--- config.mk ---
export PLATFORM = sky130hd
export DESIGN_NAME = gps_acq_scheduler_flat
export DESIGN_NICKNAME = d
export VERILOG_FILES = /design/src/rtl/gps_acq_pkg.sv /design/src/rtl/gps_acq_scheduler_if.sv /design/src/rtl/gps_prn_pick.sv /design/src/rtl/gps_acq_scheduler.sv /design/src/flat_wrapper.sv
export SDC_FILE = /design/constraint.sdc
export NUM_CORES = 1
export LEC_CHECK = 0
export CAP_MARGIN = 20
export CORE_ASPECT_RATIO = 0.6
export CORE_UTILIZATION = 45
export DETAILED_ROUTE_END_ITERATION = 6
export DONT_BUFFER_PORTS = 1
export GPL_TIMING_DRIVEN = 0
export HOLD_SLACK_MARGIN = 0.15
export MAX_ROUTING_LAYER = met4
export PLACE_DENSITY = 0.67
export SLEW_MARGIN = 20
export SYNTH_ARGS = -nofsm -noshare
export SYNTH_HDL_FRONTEND = slang
export SYNTH_HIERARCHICAL = 1
export SYNTH_SLANG_ARGS = --single-unit
--- constraint.sdc ---
create_clock -name clk -period 3.6 [get_ports clk]
set_clock_uncertainty 0.1 [all_clocks]
set_input_delay 0.36 -clock clk [delete_from_list [all_inputs] [get_ports clk]]
set_output_delay 0.36 -clock clk [all_outputs]
set_load 0.01 [all_outputs]
--- src/rtl/gps_acq_pkg.sv ---
// Shared types and constants for the GPS acquisition scheduler.
// Optional peak-ratio detection is enabled by defining GPS_ACQ_PEAK_RATIO_EN.
package gps_acq_pkg;

  localparam int NUM_PRN      = 32;
  localparam int PRN_W        = 6;
  localparam int CODE_PHASE_W = 10;
  localparam int DOPPLER_W    = 16;

  typedef enum logic [2:0] {
    IDLE,
    SCAN,
    LAUNCH,
    WAIT,
    REPORT,
    FINISH
  } sched_state_t;

endpackage

--- src/rtl/gps_acq_scheduler_if.sv ---
// Per-satellite detection result port of the acquisition scheduler.
// res_second exists only when GPS_ACQ_PEAK_RATIO_EN is defined.
interface gps_acq_scheduler_if
  import gps_acq_pkg::*;
#(
  parameter int PWR_W = 16
) ();

  // Handshake: a result transfers on a cycle where res_valid && res_ready.
  // Once raised, res_valid and every res_* field stay stable until that cycle.
  logic                          res_valid;
  logic                          res_ready;
  logic [PRN_W-1:0]              res_sat;
  logic [CODE_PHASE_W-1:0]       res_code_phase;
  logic signed [DOPPLER_W-1:0]   res_doppler;
  logic [PWR_W-1:0]              res_peak;
  logic                          res_detected;
  logic                          res_timeout;
`ifdef GPS_ACQ_PEAK_RATIO_EN
  logic [PWR_W-1:0]              res_second;
`endif

  modport master (
    output res_valid, res_sat, res_code_phase, res_doppler, res_peak,
           res_detected, res_timeout,
`ifdef GPS_ACQ_PEAK_RATIO_EN
           res_second,
`endif
    input  res_ready
  );

  modport slave (
    input  res_valid, res_sat, res_code_phase, res_doppler, res_peak,
           res_detected, res_timeout,
`ifdef GPS_ACQ_PEAK_RATIO_EN
           res_second,
`endif
    output res_ready
  );

endinterface

--- src/rtl/gps_prn_pick.sv ---
// Lowest-set-bit priority encoder: picks the next PRN (index+1) from a pending mask.
module gps_prn_pick
  import gps_acq_pkg::*;
(
  input  logic [NUM_PRN-1:0] mask,
  output logic [PRN_W-1:0]   prn,
  output logic [4:0]         idx,
  output logic               none
);

  always_comb begin
    idx  = '0;
    none = (mask == '0);
    // Descending scan so the lowest set bit is the last (winning) assignment.
    for (int i = NUM_PRN - 1; i >= 0; i--) begin
      if (mask[i]) idx = 5'(i);
    end
    prn = none ? '0 : ({1'b0, idx} + 6'd1);
  end

endmodule

--- src/rtl/gps_acq_scheduler.sv ---
// Steps the correlator engine through the selected PRNs, tracks the peak power per
// satellite and reports one result each. GPS_ACQ_PEAK_RATIO_EN adds a peak/second ratio test.
module gps_acq_scheduler
  import gps_acq_pkg::*;
#(
  parameter int PWR_W       = 16,
  parameter int TIMEOUT_CYC = 2**26,
  parameter int TO_W        = 27
) (
  input  logic                        clk,
  input  logic                        rst,
  input  logic                        start,
  input  logic [NUM_PRN-1:0]          sat_mask,
  input  logic [PWR_W-1:0]            threshold,
  output logic                        busy,
  output logic                        done,
  output logic                        eng_start,
  output logic [PRN_W-1:0]            eng_sat,
  input  logic                        eng_corr_complete,
  input  logic [CODE_PHASE_W-1:0]     eng_code_phase,
  input  logic signed [DOPPLER_W-1:0] eng_doppler,
  input  logic [PWR_W-1:0]            eng_power,
  input  logic                        eng_search_complete,
  gps_acq_scheduler_if.master         res,
  output sched_state_t                dbg_state
);

  sched_state_t                state, state_nxt;
  logic [NUM_PRN-1:0]          mask_r;
  logic [PWR_W-1:0]            thr_r, peak_r, pk_nxt;
  logic [CODE_PHASE_W-1:0]     cp_r, cp_nxt;
  logic signed [DOPPLER_W-1:0] dop_r, dop_nxt;
  logic                        valid_pk, vpk_nxt;
  logic [4:0]                  cur_idx, pick_idx;
  logic [PRN_W-1:0]            pick_prn, eng_sat_r;
  logic                        pick_none;
  logic [TO_W-1:0]             wd;
  logic                        cc_q, sc_q, cc_rise, sc_rise;
  logic                        in_wait, cap, timeout_hit, to_report;
  logic                        ratio_ok, det_nxt;

  logic [PRN_W-1:0]            rs_sat;
  logic [CODE_PHASE_W-1:0]     rs_cp;
  logic signed [DOPPLER_W-1:0] rs_dop;
  logic [PWR_W-1:0]            rs_peak;
  logic                        rs_det, rs_to;

  gps_prn_pick u_pick (
    .mask (mask_r),
    .prn  (pick_prn),
    .idx  (pick_idx),
    .none (pick_none)
  );

  assign cc_rise     = eng_corr_complete & ~cc_q;
  assign sc_rise     = eng_search_complete & ~sc_q;
  assign in_wait     = (state == WAIT);
  // Strict compare: the first of several equal peaks is kept.
  assign cap         = in_wait & cc_rise & (~valid_pk | (eng_power > peak_r));
  assign timeout_hit = in_wait & (wd == TO_W'(TIMEOUT_CYC - 1));
  assign to_report   = in_wait & (sc_rise | timeout_hit);

  // Post-capture peak view, so a capture coinciding with search end is reported.
  always_comb begin
    pk_nxt  = peak_r;
    cp_nxt  = cp_r;
    dop_nxt = dop_r;
    vpk_nxt = valid_pk;
    if (cap) begin
      pk_nxt  = eng_power;
      cp_nxt  = eng_code_phase;
      dop_nxt = eng_doppler;
      vpk_nxt = 1'b1;
    end
  end

`ifdef GPS_ACQ_PEAK_RATIO_EN
  logic [PWR_W-1:0]        sec_r, sec_nxt, rs_second;
  logic [CODE_PHASE_W-1:0] cp_dist;
  logic                    far;
  logic [PWR_W:0]          sec_scaled;

  always_comb begin
    cp_dist = (eng_code_phase > cp_r) ? (eng_code_phase - cp_r) : (cp_r - eng_code_phase);
    far     = (cp_dist > CODE_PHASE_W'(1));
    sec_nxt = sec_r;
    if (in_wait && cc_rise) begin
      if (cap) begin
        if (valid_pk && far) sec_nxt = peak_r;
      end else if (far && (eng_power > sec_r)) begin
        sec_nxt = eng_power;
      end
    end
    sec_scaled = {1'b0, sec_nxt} + {2'b00, sec_nxt[PWR_W-1:1]};
    ratio_ok   = ({1'b0, pk_nxt} >= sec_scaled);
  end

  always_ff @(posedge clk or negedge rst) begin
    if (!rst) begin
      sec_r     <= '0;
      rs_second <= '0;
    end else if (state == SCAN) begin
      sec_r <= '0;
    end else if (in_wait) begin
      sec_r <= sec_nxt;
      if (to_report) rs_second <= sec_nxt;
    end
  end

  assign res.res_second = rs_second;
`else
  assign ratio_ok = 1'b1;
`endif

  // A watchdog abort (no sc_rise) never reports a detection.
  assign det_nxt = vpk_nxt & (pk_nxt >= thr_r) & ratio_ok & sc_rise;

  always_comb begin
    state_nxt = state;
    case (state)
      IDLE:    if (start) state_nxt = SCAN;
      SCAN:    state_nxt = pick_none ? FINISH : LAUNCH;
      LAUNCH:  state_nxt = WAIT;
      WAIT:    if (sc_rise || timeout_hit) state_nxt = REPORT;
      REPORT:  if (res.res_ready) state_nxt = SCAN;
      FINISH:  state_nxt = IDLE;
      default: state_nxt = IDLE;
    endcase
  end

  always_ff @(posedge clk or negedge rst) begin
    if (!rst) state <= IDLE;
    else      state <= state_nxt;
  end

  always_ff @(posedge clk or negedge rst) begin
    if (!rst) begin
      cc_q      <= 1'b0;
      sc_q      <= 1'b0;
      mask_r    <= '0;
      thr_r     <= '0;
      cur_idx   <= '0;
      eng_sat_r <= '0;
      peak_r    <= '0;
      cp_r      <= '0;
      dop_r     <= '0;
      valid_pk  <= 1'b0;
      wd        <= '0;
      rs_sat    <= '0;
      rs_cp     <= '0;
      rs_dop    <= '0;
      rs_peak   <= '0;
      rs_det    <= 1'b0;
      rs_to     <= 1'b0;
    end else begin
      cc_q <= eng_corr_complete;
      sc_q <= eng_search_complete;
      case (state)
        IDLE: if (start) begin
          mask_r <= sat_mask;
          thr_r  <= threshold;
        end
        SCAN: if (!pick_none) begin
          eng_sat_r <= pick_prn;
          cur_idx   <= pick_idx;
          peak_r    <= '0;
          valid_pk  <= 1'b0;
        end
        LAUNCH: wd <= '0;
        WAIT: begin
          wd       <= wd + TO_W'(1);
          peak_r   <= pk_nxt;
          cp_r     <= cp_nxt;
          dop_r    <= dop_nxt;
          valid_pk <= vpk_nxt;
          if (to_report) begin
            rs_sat  <= eng_sat_r;
            rs_cp   <= cp_nxt;
            rs_dop  <= dop_nxt;
            rs_peak <= pk_nxt;
            rs_det  <= det_nxt;
            rs_to   <= ~sc_rise;
          end
        end
        REPORT: if (res.res_ready) mask_r[cur_idx] <= 1'b0;
        default: ;
      endcase
    end
  end

  assign busy               = (state != IDLE) && (state != FINISH);
  assign done               = (state == FINISH);
  assign eng_start          = (state == LAUNCH);
  assign eng_sat            = eng_sat_r;
  assign dbg_state          = state;
  assign res.res_valid      = (state == REPORT);
  assign res.res_sat        = rs_sat;
  assign res.res_code_phase = rs_cp;
  assign res.res_doppler    = rs_dop;
  assign res.res_peak       = rs_peak;
  assign res.res_detected   = rs_det;
  assign res.res_timeout    = rs_to;

endmodule
--- src/flat_wrapper.sv ---
// flat-port wrapper written by rule: the top's interface ports become plain ports
module gps_acq_scheduler_flat import gps_acq_pkg::*;
#(
  parameter int PWR_W       = 16,
  parameter int TIMEOUT_CYC = 2**26,
  parameter int TO_W        = 27
)
  (clk, rst, start, sat_mask, threshold, busy, done, eng_start, eng_sat, eng_corr_complete, eng_code_phase, eng_doppler, eng_power, eng_search_complete, dbg_state, res_res_valid, res_res_sat, res_res_code_phase, res_res_doppler, res_res_peak, res_res_detected, res_res_timeout, res_res_ready);
  gps_acq_scheduler_if #(.PWR_W(PWR_W)) res_i ();
  input  logic clk;
  input  logic rst;
  input  logic start;
  input  logic [NUM_PRN-1:0] sat_mask;
  input  logic [PWR_W-1:0] threshold;
  output logic busy;
  output logic done;
  output logic eng_start;
  output logic [PRN_W-1:0] eng_sat;
  input  logic eng_corr_complete;
  input  logic [CODE_PHASE_W-1:0] eng_code_phase;
  input  logic signed [DOPPLER_W-1:0] eng_doppler;
  input  logic [PWR_W-1:0] eng_power;
  input  logic eng_search_complete;
  output sched_state_t dbg_state;
  output wire logic [$bits(res_i.res_valid)-1:0] res_res_valid;
  output wire logic [$bits(res_i.res_sat)-1:0] res_res_sat;
  output wire logic [$bits(res_i.res_code_phase)-1:0] res_res_code_phase;
  output wire logic [$bits(res_i.res_doppler)-1:0] res_res_doppler;
  output wire logic [$bits(res_i.res_peak)-1:0] res_res_peak;
  output wire logic [$bits(res_i.res_detected)-1:0] res_res_detected;
  output wire logic [$bits(res_i.res_timeout)-1:0] res_res_timeout;
  input wire logic [$bits(res_i.res_ready)-1:0] res_res_ready;
  assign res_res_valid = res_i.res_valid;
  assign res_res_sat = res_i.res_sat;
  assign res_res_code_phase = res_i.res_code_phase;
  assign res_res_doppler = res_i.res_doppler;
  assign res_res_peak = res_i.res_peak;
  assign res_res_detected = res_i.res_detected;
  assign res_res_timeout = res_i.res_timeout;
  assign res_i.res_ready = res_res_ready;
  gps_acq_scheduler #(.PWR_W(PWR_W), .TIMEOUT_CYC(TIMEOUT_CYC), .TO_W(TO_W)) u_core (.clk(clk), .rst(rst), .start(start), .sat_mask(sat_mask), .threshold(threshold), .busy(busy), .done(done), .eng_start(eng_start), .eng_sat(eng_sat), .eng_corr_complete(eng_corr_complete), .eng_code_phase(eng_code_phase), .eng_doppler(eng_doppler), .eng_power(eng_power), .eng_search_complete(eng_search_complete), .res(res_i), .dbg_state(dbg_state));
endmodule
==> results.cfg, run 1 <==
[timing]
finalHoldViolCount = 184
fin_crit_sh_pct = 103
finalSetupViolations = 1
maxSlewHeadroom_pct = 32.2
fin_tns_setup_ps = -104
finalCriticalPeriod_ps = 3700
drv_slew = 0
max_freq_mhz = 270
rsz0062_at_grt = yes
setup_slack_ps = -104
whs_ps = -480
worstMarginPinSlew_ps = 1010

[setup_path]
reg2reg_slack_ps = -100
r2r-end = u_core/res.res_detected$_DFFE_PN0P_
critPathKind = register to register
critPathArrivalTime_ps = 3920
cp.required_ps = 3810
cp-end-kind = register
startpoint_type = register
timing.rr.start = u_core/peak_r[1]$_DFFE_PN0P_
critical_path.endpoint = u_core/res.res_detected$_DFFE_PN0P_
startpoint = u_core/peak_r[1]$_DFFE_PN0P_
crit_fanout = 8
reg2reg_depth = 16

[yosys]
synth_most_common_cell = dfrtp_1
synth-edff-count = 0
synth.net_count = 969
synth.distinct_cells = 69
synth_ff_type = dfrtp_1
ys_ff_latch = 184
synth_cells = 839
synth_top_area_share_pct = 49.7
synthArstFlopShare_pct = 100
synth_warnings = 6
avgSynthCellArea_um2 = 11.0
syn-cell-area_mm2 = 0.00927
yosys-top-cells-count = dfrtp_1, nand2_1, o21ai_0, mux2_2, nor2_1
yosys.area.top_type = dfrtp_1
ys_seq_area_share_pct = 49.7
synthTopCellsByArea = dfrtp_1, mux2_2, mux2_4, a22o_1, ha_1

[clock_network]
clock_latency_ps = 440
htreeDepth = 4
cts_buffers = 17
cts_max_path_buffers = 2
path_clk_slew_ps = 70
cts_root_buf = clkbuf_16
cts_hold_buf = 94
cts.sinks = 184
cts_tree = built

[die]
start_util_pct = 46.2
io_pins = 159
dieArea_mm2 = 0.0212
core_area_mm2 = 0.0201
fp.dieW_um = 187
rows = 40
die_h_um = 113

[global_routing]
gr-total-overflow = 0
grt_pass1_vias = 6921
grt_start_max_net_pins = 185
grt_pass1_wl_um = 38700
antenna_found_initial = 0
grtUsageTotal_pct = 24.5

[drt]
routed_via_density = 5.57
wirelength_um = 24500
drtIter0Drc = 504
via_count = 6975
wl_per_cell_um = 19.5
dr.pass1.iters = 5
drc = 0
postRouteAntennaNets = 0

[placement]
place_congestion = 0.951
dpl-instance-area_mm2 = 0.00962
portBuffers = 0
dp_cells = 1113
detailed_place_hpwl_um = 16200

[power_and_ir_drop]
power_density_mw_per_mm2 = 773
leakage_uw = 0.00514
peakVddDrop_mv = 0.404

[final_layout]
nFillCells = 1693
synthToLayoutAreaGrowth_pct = 23.2
num_antenna_cells = 0
final_cells = 1253
fin_nets = 1098
fin_area_mm2 = 0.0114
drive_above_1_share_pct = 20.0

[hold_path]
hp-class = input pin to asynchronous set/reset pin

[flow_run]
drv_cap = 0

[status]
violations = hold timing, setup timing
outcome = complete, but fails checks
[cells by family (layout without fill, tap and decap cells)]
family	count (synthesis)	in the layout	synth area share [%]
xor+xnor	11	11	1.04
simple gates	234	234	12.7
compound gates	192	192	14.1
fa+ha+maj	34	34	4.59
mux	104	104	14.0
buf+inv	80	221	3.90
flops	184	184	49.7
[where the power goes]
part / switching, µW / internal, µW / total, µW
clock: 896 / 983 / 1880
sequential: 722 / 2820 / 3540
combinational: 1770 / 1640 / 3410
[layout make-up]
type / instances / area [µm²] / area share (%)
Inverter: 43 / 161 / 1.41
Tap cell: 273 / 342 / 2.99
Clock inverter: 14 / 155 / 1.36
Timing Repair Buffer: 110 / 1080 / 9.43
Multi-Input combinational cell: 575 / 4450 / 38.9
Buffer: 37 / 209 / 1.83
Clock buffer: 17 / 425 / 3.72
Sequential cell: 184 / 4600 / 40.3
[worst min-delay path by stage]
stage,endpoint,cells past startpoint
2_1_floorplan,u_core/cc_q$_DFF_PN0_,0
3_3_place_gp,u_core/res.res_code_phase[8]$_DFFE_PN0P_,0
3_5_place_dp,u_core/wd[16]$_DFFE_PN0P_,0
4_1_cts,u_core/res.res_sat[1]$_DFFE_PN0P_,0
5_1_grt,u_core/wd[18]$_DFFE_PN0P_,0
6_report,u_core/wd[4]$_DFFE_PN0P_,0
[cells in the final DEF, fill, tap and decap left out, drive strengths merged, types with 8 or more instances in the layout]
| master | n |
|---|---|
| dfrtp | 184 |
| nor2 | 55 |
| nor3 | 17 |
| nor4 | 9 |
| a21oi | 26 |
| o21ai | 72 |
| buf | 31 |
| nand2b | 9 |
| clkbuf | 39 |
| nor2b | 8 |
| nand2 | 81 |
| ha | 34 |
| dlygate4sd3 | 94 |
| nand3 | 13 |
| mux2 | 100 |
| inv | 51 |
| nand4 | 11 |
| a22o | 50 |
[critical path, cell delays in order (launching register included)]
cell,delay (ps)
dfrtp_1,380
inv_1,60
ha_1,290
nor2b_1,130
o211ai_1,270
a21boi_4,100
buf_6,130
o31ai_4,380
buf_12,200
buf_12,110
mux2_4,320
ha_4,220
a211o_1,280
o211ai_1,100
a211oi_2,130
nor3_4,280
o22ai_2,100
[layer usage]
layer	GRT usage, %	vias up	part of all wire [%]
li1	-	3271	-
met1	36.5	3443	49
met2	32.6	244	42
met3	6.39	17	8.0
met4	6.17	0	0.88
met5	-	-	0
[metrics by stage]
| stage | setup slack (ps) | util (%) | total power [µW] |
|---|---|---|---|
| after global routing | -204 | 56.9 | 9370 |
| after global placement | -510 | 47.9 | 6460 |
| final | -104 | 56.9 | 8830 |
| after floorplan | 318 | - | 5700 |
| after detailed placement | -493 | 47.9 | 6540 |
| after CTS | 14.7 | 56.2 | 8690 |
[flip-flops by register name (all words and copies together) (netlist names), 3 cells and up]
register / cells
u_core/cp_r: 10
u_core/cur_idx: 5
u_core/dbg_state: 3
u_core/dop_r: 16
u_core/eng_sat: 6
u_core/mask_r: 32
u_core/peak_r: 16
u_core/res.res_code_phase: 10
u_core/res.res_doppler: 16
u_core/res.res_peak: 16
u_core/res.res_sat: 6
u_core/thr_r: 16
u_core/wd: 27
[what timing repair did]
| action | CTS | global route |
|---|---|---|
| resized for setup | 13 | 11 |
| setup buffers | 8 | 8 |
| pin swaps | 6 | 10 |
| cloned | 0 | 0 |
| hold endpoints to repair | 320 | 184 |
| endpoints found under the setup margin | 1 | 1 |
(Power assumes the default switching activity.)
==> run 2: changes to the inputs <==
--- a/config.mk
+++ b/config.mk
@@ -17,5 +17,4 @@
 export SLEW_MARGIN = 20
 export SYNTH_ARGS = -nofsm -noshare
 export SYNTH_HDL_FRONTEND = slang
-export SYNTH_HIERARCHICAL = 1
 export SYNTH_SLANG_ARGS = --single-unit
==> run 2 against run 1 <==
Effect of this change:
- global-route usage barely moved
- sequential power about the same
- total power increased by 1.6%
- non-clock buffer count up 7
- the run still ends with hold timing, setup timing left
- sequential share of layout area down 0.34 points
- final cell count grew 2.6%
- first-iteration DRC count rose by 25%
==> results.cfg, run 2 <==
[flow_run]
drv_cap = 0

[drt]
drtIter0Drc = 630
dr.pass1.iters = 5
wl_met2_um = 10400
drc = 0
routed_via_density = 5.58
met1_length_um = 11700
wl_per_cell_um = 19.1
highest_layer = met4
met3_wirelength_um = 2140
postRouteAntennaNets = 0
wirelength_um = 24500
via_count = 7174

[final_layout]
layout_commonest_cell = dfrtp_1
regMostFlops = u_core.mask_r
drive_above_1_share_pct = 15.5
largest_reg_flops = 32
nFillCells = 1710
synthToLayoutAreaGrowth_pct = 23.9
final_cells = 1286
num_antenna_cells = 0
regArea_mm2 = 0.00460
fin_nets = 1130
reg.largest.list = u_core.mask_r: 32 flops, u_core.wd: 27 flops
multiInputGateArea_mm2 = 0.00452
mostFrequentLayoutCells = dfrtp_1, nand2_1, dlygate4sd3_1

[timing]
rsz0062_at_grt = yes
finalSetupViolations = 1
max_freq_mhz = 263
drv_slew = 0
setup_slack_ps = -196
maxSlewHeadroom_pct = 40.2
finalHoldViolCount = 184
fin_crit_sh_pct = 105
whs_ps = -505
finalCriticalPeriod_ps = 3800
worstMarginPinSlew_ps = 894

[die]
rows = 40
dieArea_mm2 = 0.0213
die_h_um = 113
io_pins = 159
start_util_pct = 46.2
fp.dieW_um = 188
core_area_mm2 = 0.0201

[clock_network]
cts_max_path_buffers = 2
path_clk_slew_ps = 80
cts.sinks = 184
clock_latency_ps = 450
cts_root_buf = clkbuf_16
cts_buffers = 17
cts_tree = built
htreeDepth = 4

[power_and_ir_drop]
power.switching_uw = 3540
swShare_pct = 39.5
seqPwrFrac_pct = 39.3
leakage_uw = 0.00528
internal-power_uw = 5430
pwr-share-clk_pct = 20.7
power_density_mw_per_mm2 = 779
peakVddDrop_mv = 0.414
combPwrFrac_pct = 40.0

[yosys]
avgSynthCellArea_um2 = 10.7
synth.net_count = 998
synthArstFlopShare_pct = 100
synth_warnings = 0
yosys-top-cells-count = dfrtp_1, nand2_1, o21ai_0, mux2_4, nor2_1
synth_top_area_share_pct = 49.5
ys_ff_latch = 184
synth-edff-count = 0
yosys.area.top_type = dfrtp_1
synth_cells = 868
syn-cell-area_mm2 = 0.00930
synth_ff_type = dfrtp_1
synthTopCellsByArea = dfrtp_1, mux2_4, mux2_1, ha_1, nand2_1
synth_most_common_cell = dfrtp_1
ys_seq_area_share_pct = 49.5
synth.distinct_cells = 67

[setup_path]
worst-path-buf-inv = 3
critPathKind = register to register
critPathArrivalTime_ps = 4030
cpLargestDelayFamily = compound AO/OA/AOI/OAI gates
cp-end-kind = register
crit_fanout = 4
startpoint_type = register
cpPeakStageDelay_ps = 370
cp.required_ps = 3830
slowest_stage = dfrtp_1
worstPathCellList = inv_2 > ha_4 > nand4_1 > nor2_2 > nand4_1 > o31a_1 > o31a_1 > buf_6 > buf_12 > mux2_4 > ha_4 > a21o_1 > a21o_1 > a2111oi_4 > a2bb2oi_2 > o21ai_2 > a21oi_2 > o21ai_1

[placement]
place_congestion = 0.862
detailed_place_hpwl_um = 16300
portBuffers = 0
dp_cells = 1141

[global_routing]
antenna_found_initial = 0
grt_pass1_vias = 7029
gr-total-overflow = 0
grt_start_max_net_pins = 185
grtUsageTotal_pct = 24.5
grt_pass1_wl_um = 39000

[status]
outcome = complete, but fails checks
violations = hold timing, setup timing

[hold_path]
hp-class = input pin to asynchronous set/reset pin
==> run 2: cell types whose count changed in the layout (fill, tap and decap cells not counted), sizes merged, moves of 4 or more <==
cell	change
a22o	-14
nor3	+4
a21oi	+9
nand2	+31
o21ai	+4
nor3b	+5
mux2	-10
buf	+5
mux2i	+4
a31oi	+4
nor2	-9
==> run 2: layer usage <==
layer / GRT usage [%] / up-vias
li1: - / 3351
met1: 35.2 / 3525
met2: 34.1 / 270
met3: 6.73 / 28
met4: 5.64 / 0
met5: - / -
==> run 2: power by group through the flow <==
stage          clock network [µW]  logic (µW)  registers (µW)
6_report                     1860        3590            3520
5_1_grt                      2000        3980            3620
4_1_cts                      1900        3390            3520
3_5_place_dp                    0        3100            3550
3_3_place_gp                    0        3020            3520
2_1_floorplan                   0        2430            3340
==> run 2: final cells by class <==
class | instances | share of cell area (%)
buffer | 40 | 1.85
clock inverter | 14 | 1.14
inverter | 43 | 1.40
multi-input combinational | 600 | 39.2
timing repair buffer | 114 | 9.67
clock buffer | 18 | 3.81
sequential | 184 | 40.0
tap | 273 | 2.97
==> run 2: cell families after synthesis <==
logic type | synth area share (%)
buffers and inverters | 3.96
XOR/XNOR | 0.848
adder cells (fa/ha/maj) | 4.57
flip-flops | 49.5
AND/OR/NAND/NOR | 14.3
AO/OA/AOI/OAI | 13.2
multiplexers | 13.7
==> run 2: through the flow <==
step	setup WS [ps]	utilization, %	total power, µW	setup TNS (ps)	instance area [µm²]
floorplan	6.77	-	5770	0	9300
global placement	-552	47.9	6540	-552	9650
detailed placement	-564	47.9	6650	-564	9650
CTS	-22.7	56.7	8810	-22.7	11400
global route	-355	57.3	9600	-355	11500
finish	-196	57.3	8970	-196	11500
==> run 2: repair_timing <==
action	4_1_cts	5_1_grt
pin swaps	11	12
buffers inserted	15	4
gates resized for setup	31	12
setup endpoints to repair	1	1
hold buffers	94	1
hold endpoints to repair	309	185
==> run 2: path summary, 6_finish.rpt <==
kind	start	to	slack [ps]	cells past startpoint
min in group clk	eng_power[11]	u_core.res.res_peak[11]$_DFFE_PN0P_	170	2
max in group asynchronous	rst	u_core.mask_r[15]$_DFFE_PN0P_	3520	0
setup / recovery	u_core.peak_r[13]$_DFFE_PN0P_	u_core.res.res_detected$_DFFE_PN0P_	-200	18
setup reg to reg	u_core.peak_r[13]$_DFFE_PN0P_	u_core.res.res_detected$_DFFE_PN0P_	-200	18
hold reg to reg	u_core.dop_r[6]$_DFFE_PN0P_	u_core.dop_r[6]$_DFFE_PN0P_	390	1
hold / removal	rst	u_core.res.res_peak[4]$_DFFE_PN0P_	-510	0
==> run 3: changes to the inputs <==
--- a/config.mk
+++ b/config.mk
@@ -7,6 +7,7 @@
 export LEC_CHECK = 0
 export CAP_MARGIN = 20
 export CORE_ASPECT_RATIO = 0.6
+export CORE_MARGIN = 2
 export CORE_UTILIZATION = 45
 export DETAILED_ROUTE_END_ITERATION = 6
 export DONT_BUFFER_PORTS = 1
@@ -18,3 +19,4 @@
 export SYNTH_ARGS = -nofsm -noshare
 export SYNTH_HDL_FRONTEND = slang
 export SYNTH_SLANG_ARGS = --single-unit
+export TNS_END_PERCENT = 1
==> run 3 against run 2 <==
Effect of this change:
- the run still ends with hold timing, setup timing left
- critical endpoint unchanged
- combinational power shrank 3%
- largest cell class unchanged
- worst hold slack gained 9.2 ps
- sequential cell count stayed put
- highest routed layer unchanged
==> results.cfg, run 3 (same netlist as run 2, synthesis figures left out) <==
[die]
start_util_pct = 46.2
rows = 40
fp.dieW_um = 190
dieArea_mm2 = 0.0219
die_h_um = 115
core_area_mm2 = 0.0201
io_pins = 159

[final_layout]
layout_commonest_cell = dfrtp_1
fin_nets = 1123
regArea_mm2 = 0.00460
utilization_pct = 57.0
regMostFlops = u_core.mask_r
reg.largest.list = u_core.mask_r: 32 flops, u_core.wd: 27 flops
mostFrequentLayoutCells = dfrtp_1, nand2_1, dlygate4sd3_1
multiInputGateArea_mm2 = 0.00451
largest_reg_flops = 32
nFillCells = 1678
final_cells = 1280
drive_above_1_share_pct = 14.8
synthToLayoutAreaGrowth_pct = 23.3
fin_area_mm2 = 0.0115

[timing]
max_freq_mhz = 270
drv_slew = 0
whs_ps = -496
finalHoldViolCount = 184
worstMarginPinSlew_ps = 898
fin_tns_setup_ps = -101
finalSetupViolations = 1
setup_slack_ps = -101
maxSlewHeadroom_pct = 39.9
rsz0062_at_grt = yes
finalCriticalPeriod_ps = 3700
fin_crit_sh_pct = 103

[setup_path]
cpPeakStageDelay_ps = 380
cp-end-kind = register
worstPathCellList = inv_2 > ha_4 > nand4_1 > nor2_2 > nand4_1 > o31a_1 > o31a_1 > buf_6 > buf_4 > mux2_4 > ha_4 > a21o_1 > a2111oi_4 > a2bb2oi_1 > o21ai_1 > a21oi_1 > o21ai_1
critPathArrivalTime_ps = 3930
startpoint_type = register
crit_fanout = 6
reg2reg_slack_ps = -100
critPathKind = register to register
slowest_stage = dfrtp_1
cp.required_ps = 3820

[clock_network]
cts_max_path_buffers = 2
cts.sinks = 184
cts_tree = built
clock_latency_ps = 450
path_clk_slew_ps = 70
htreeDepth = 4
cts_buffers = 17
cts_root_buf = clkbuf_16

[drt]
drtIter0Drc = 551
postRouteAntennaNets = 0
drc = 0
dr.pass1.iters = 5
wl_per_cell_um = 19.0
via_count = 7095
wirelength_um = 24400
routed_via_density = 5.54

[global_routing]
grt_pass1_vias = 6875
antenna_found_initial = 0
grt_pass1_wl_um = 38400
gr-total-overflow = 0
grtUsageTotal_pct = 23.7
grt_start_max_net_pins = 185

[placement]
portBuffers = 0
dpl-instance-area_mm2 = 0.00965
place_congestion = 0.887
dp_cells = 1141
detailed_place_hpwl_um = 16500
preCtsSetupSlack_ps = -582

[status]
outcome = complete, but fails checks
violations = hold timing, setup timing

[power_and_ir_drop]
peakVddDrop_mv = 0.391
leakage_uw = 0.00524
power_density_mw_per_mm2 = 778

[hold_path]
hp-class = input pin to asynchronous set/reset pin

[flow_run]
drv_cap = 0
==> run 3: changes by cell type in the layout (fill, tap and decap cells not counted), sizes merged <==
cell / change
inv: +1
diode: +1
clkinv: -1
buf: -7
==> run 3: layer usage <==
layer	part of all wire (%)	global-route usage, %	up-vias
li1	-	-	3339
met1	50	34.4	3503
met2	42	32.5	228
met3	7.1	5.86	25
met4	1.3	7.18	0
met5	0	-	-
==> run 3: metrics by stage <==
stage	total power, µW	hold WS (ps)
final	8920	-496
after global routing	9550	-532
after CTS	8830	-518
after detailed placement	6650	-32.0
after global placement	6540	-31.9
after floorplan	5770	-35.6
==> run 3: worst paths after layout <==
path,end,from,cells past startpoint
worst max-delay path,u_core.res.res_detected$_DFFE_PN0P_,u_core.peak_r[15]$_DFFE_PN0P_,17
min in group clk,u_core.res.res_peak[13]$_DFFE_PN0P_,eng_power[13],2
worst max register to register,u_core.res.res_detected$_DFFE_PN0P_,u_core.peak_r[15]$_DFFE_PN0P_,17
worst min register to register,u_core.cp_r[1]$_DFFE_PN0P_,u_core.cp_r[1]$_DFFE_PN0P_,1
worst min-delay path,u_core.res.res_peak[4]$_DFFE_PN0P_,rst,0
max in group asynchronous,u_core.mask_r[13]$_DFFE_PN0P_,rst,0
==> run 3: where the power goes <==
part | leakage, µW | internal, µW | switching, µW | total, µW
sequential | 0.00238 | 2830 | 700 | 3530
clock | 0.000290 | 951 | 937 | 1890
combinational | 0.00257 | 1620 | 1890 | 3500
total | 0.00524 | 5400 | 3520 | 8920
==> run 3: layout make-up <==
type	instances	area share, %
antenna	1	0.0218
sequential	184	40.1
inverter	43	1.41
clock inverter	14	1.33
buffer	40	1.89
timing repair buffer	107	9.11
tap	273	2.98
clock buffer	18	3.83
multi-input combinational	600	39.3
==> run 3: timing repair <==
action                                 in CTS  in global routing
endpoints found under the hold margin     311                185
setup buffers                               6                  7
resized for setup                          34                 11
pin swaps                                  15                 14
setup endpoints to repair                   1                  1
hold buffers                               94                  1
==> run 3: worst max-delay path: cells and delay by family (launching register included) <==
family                   cells  cell delay (ps)
AO/OA/AOI/OAI                8             1480
adder cells (fa/ha/maj)      2              480
buffers and inverters        3              350
flip-flops                   1              380
multiplexers                 1              320
AND/OR/NAND/NOR              3              470
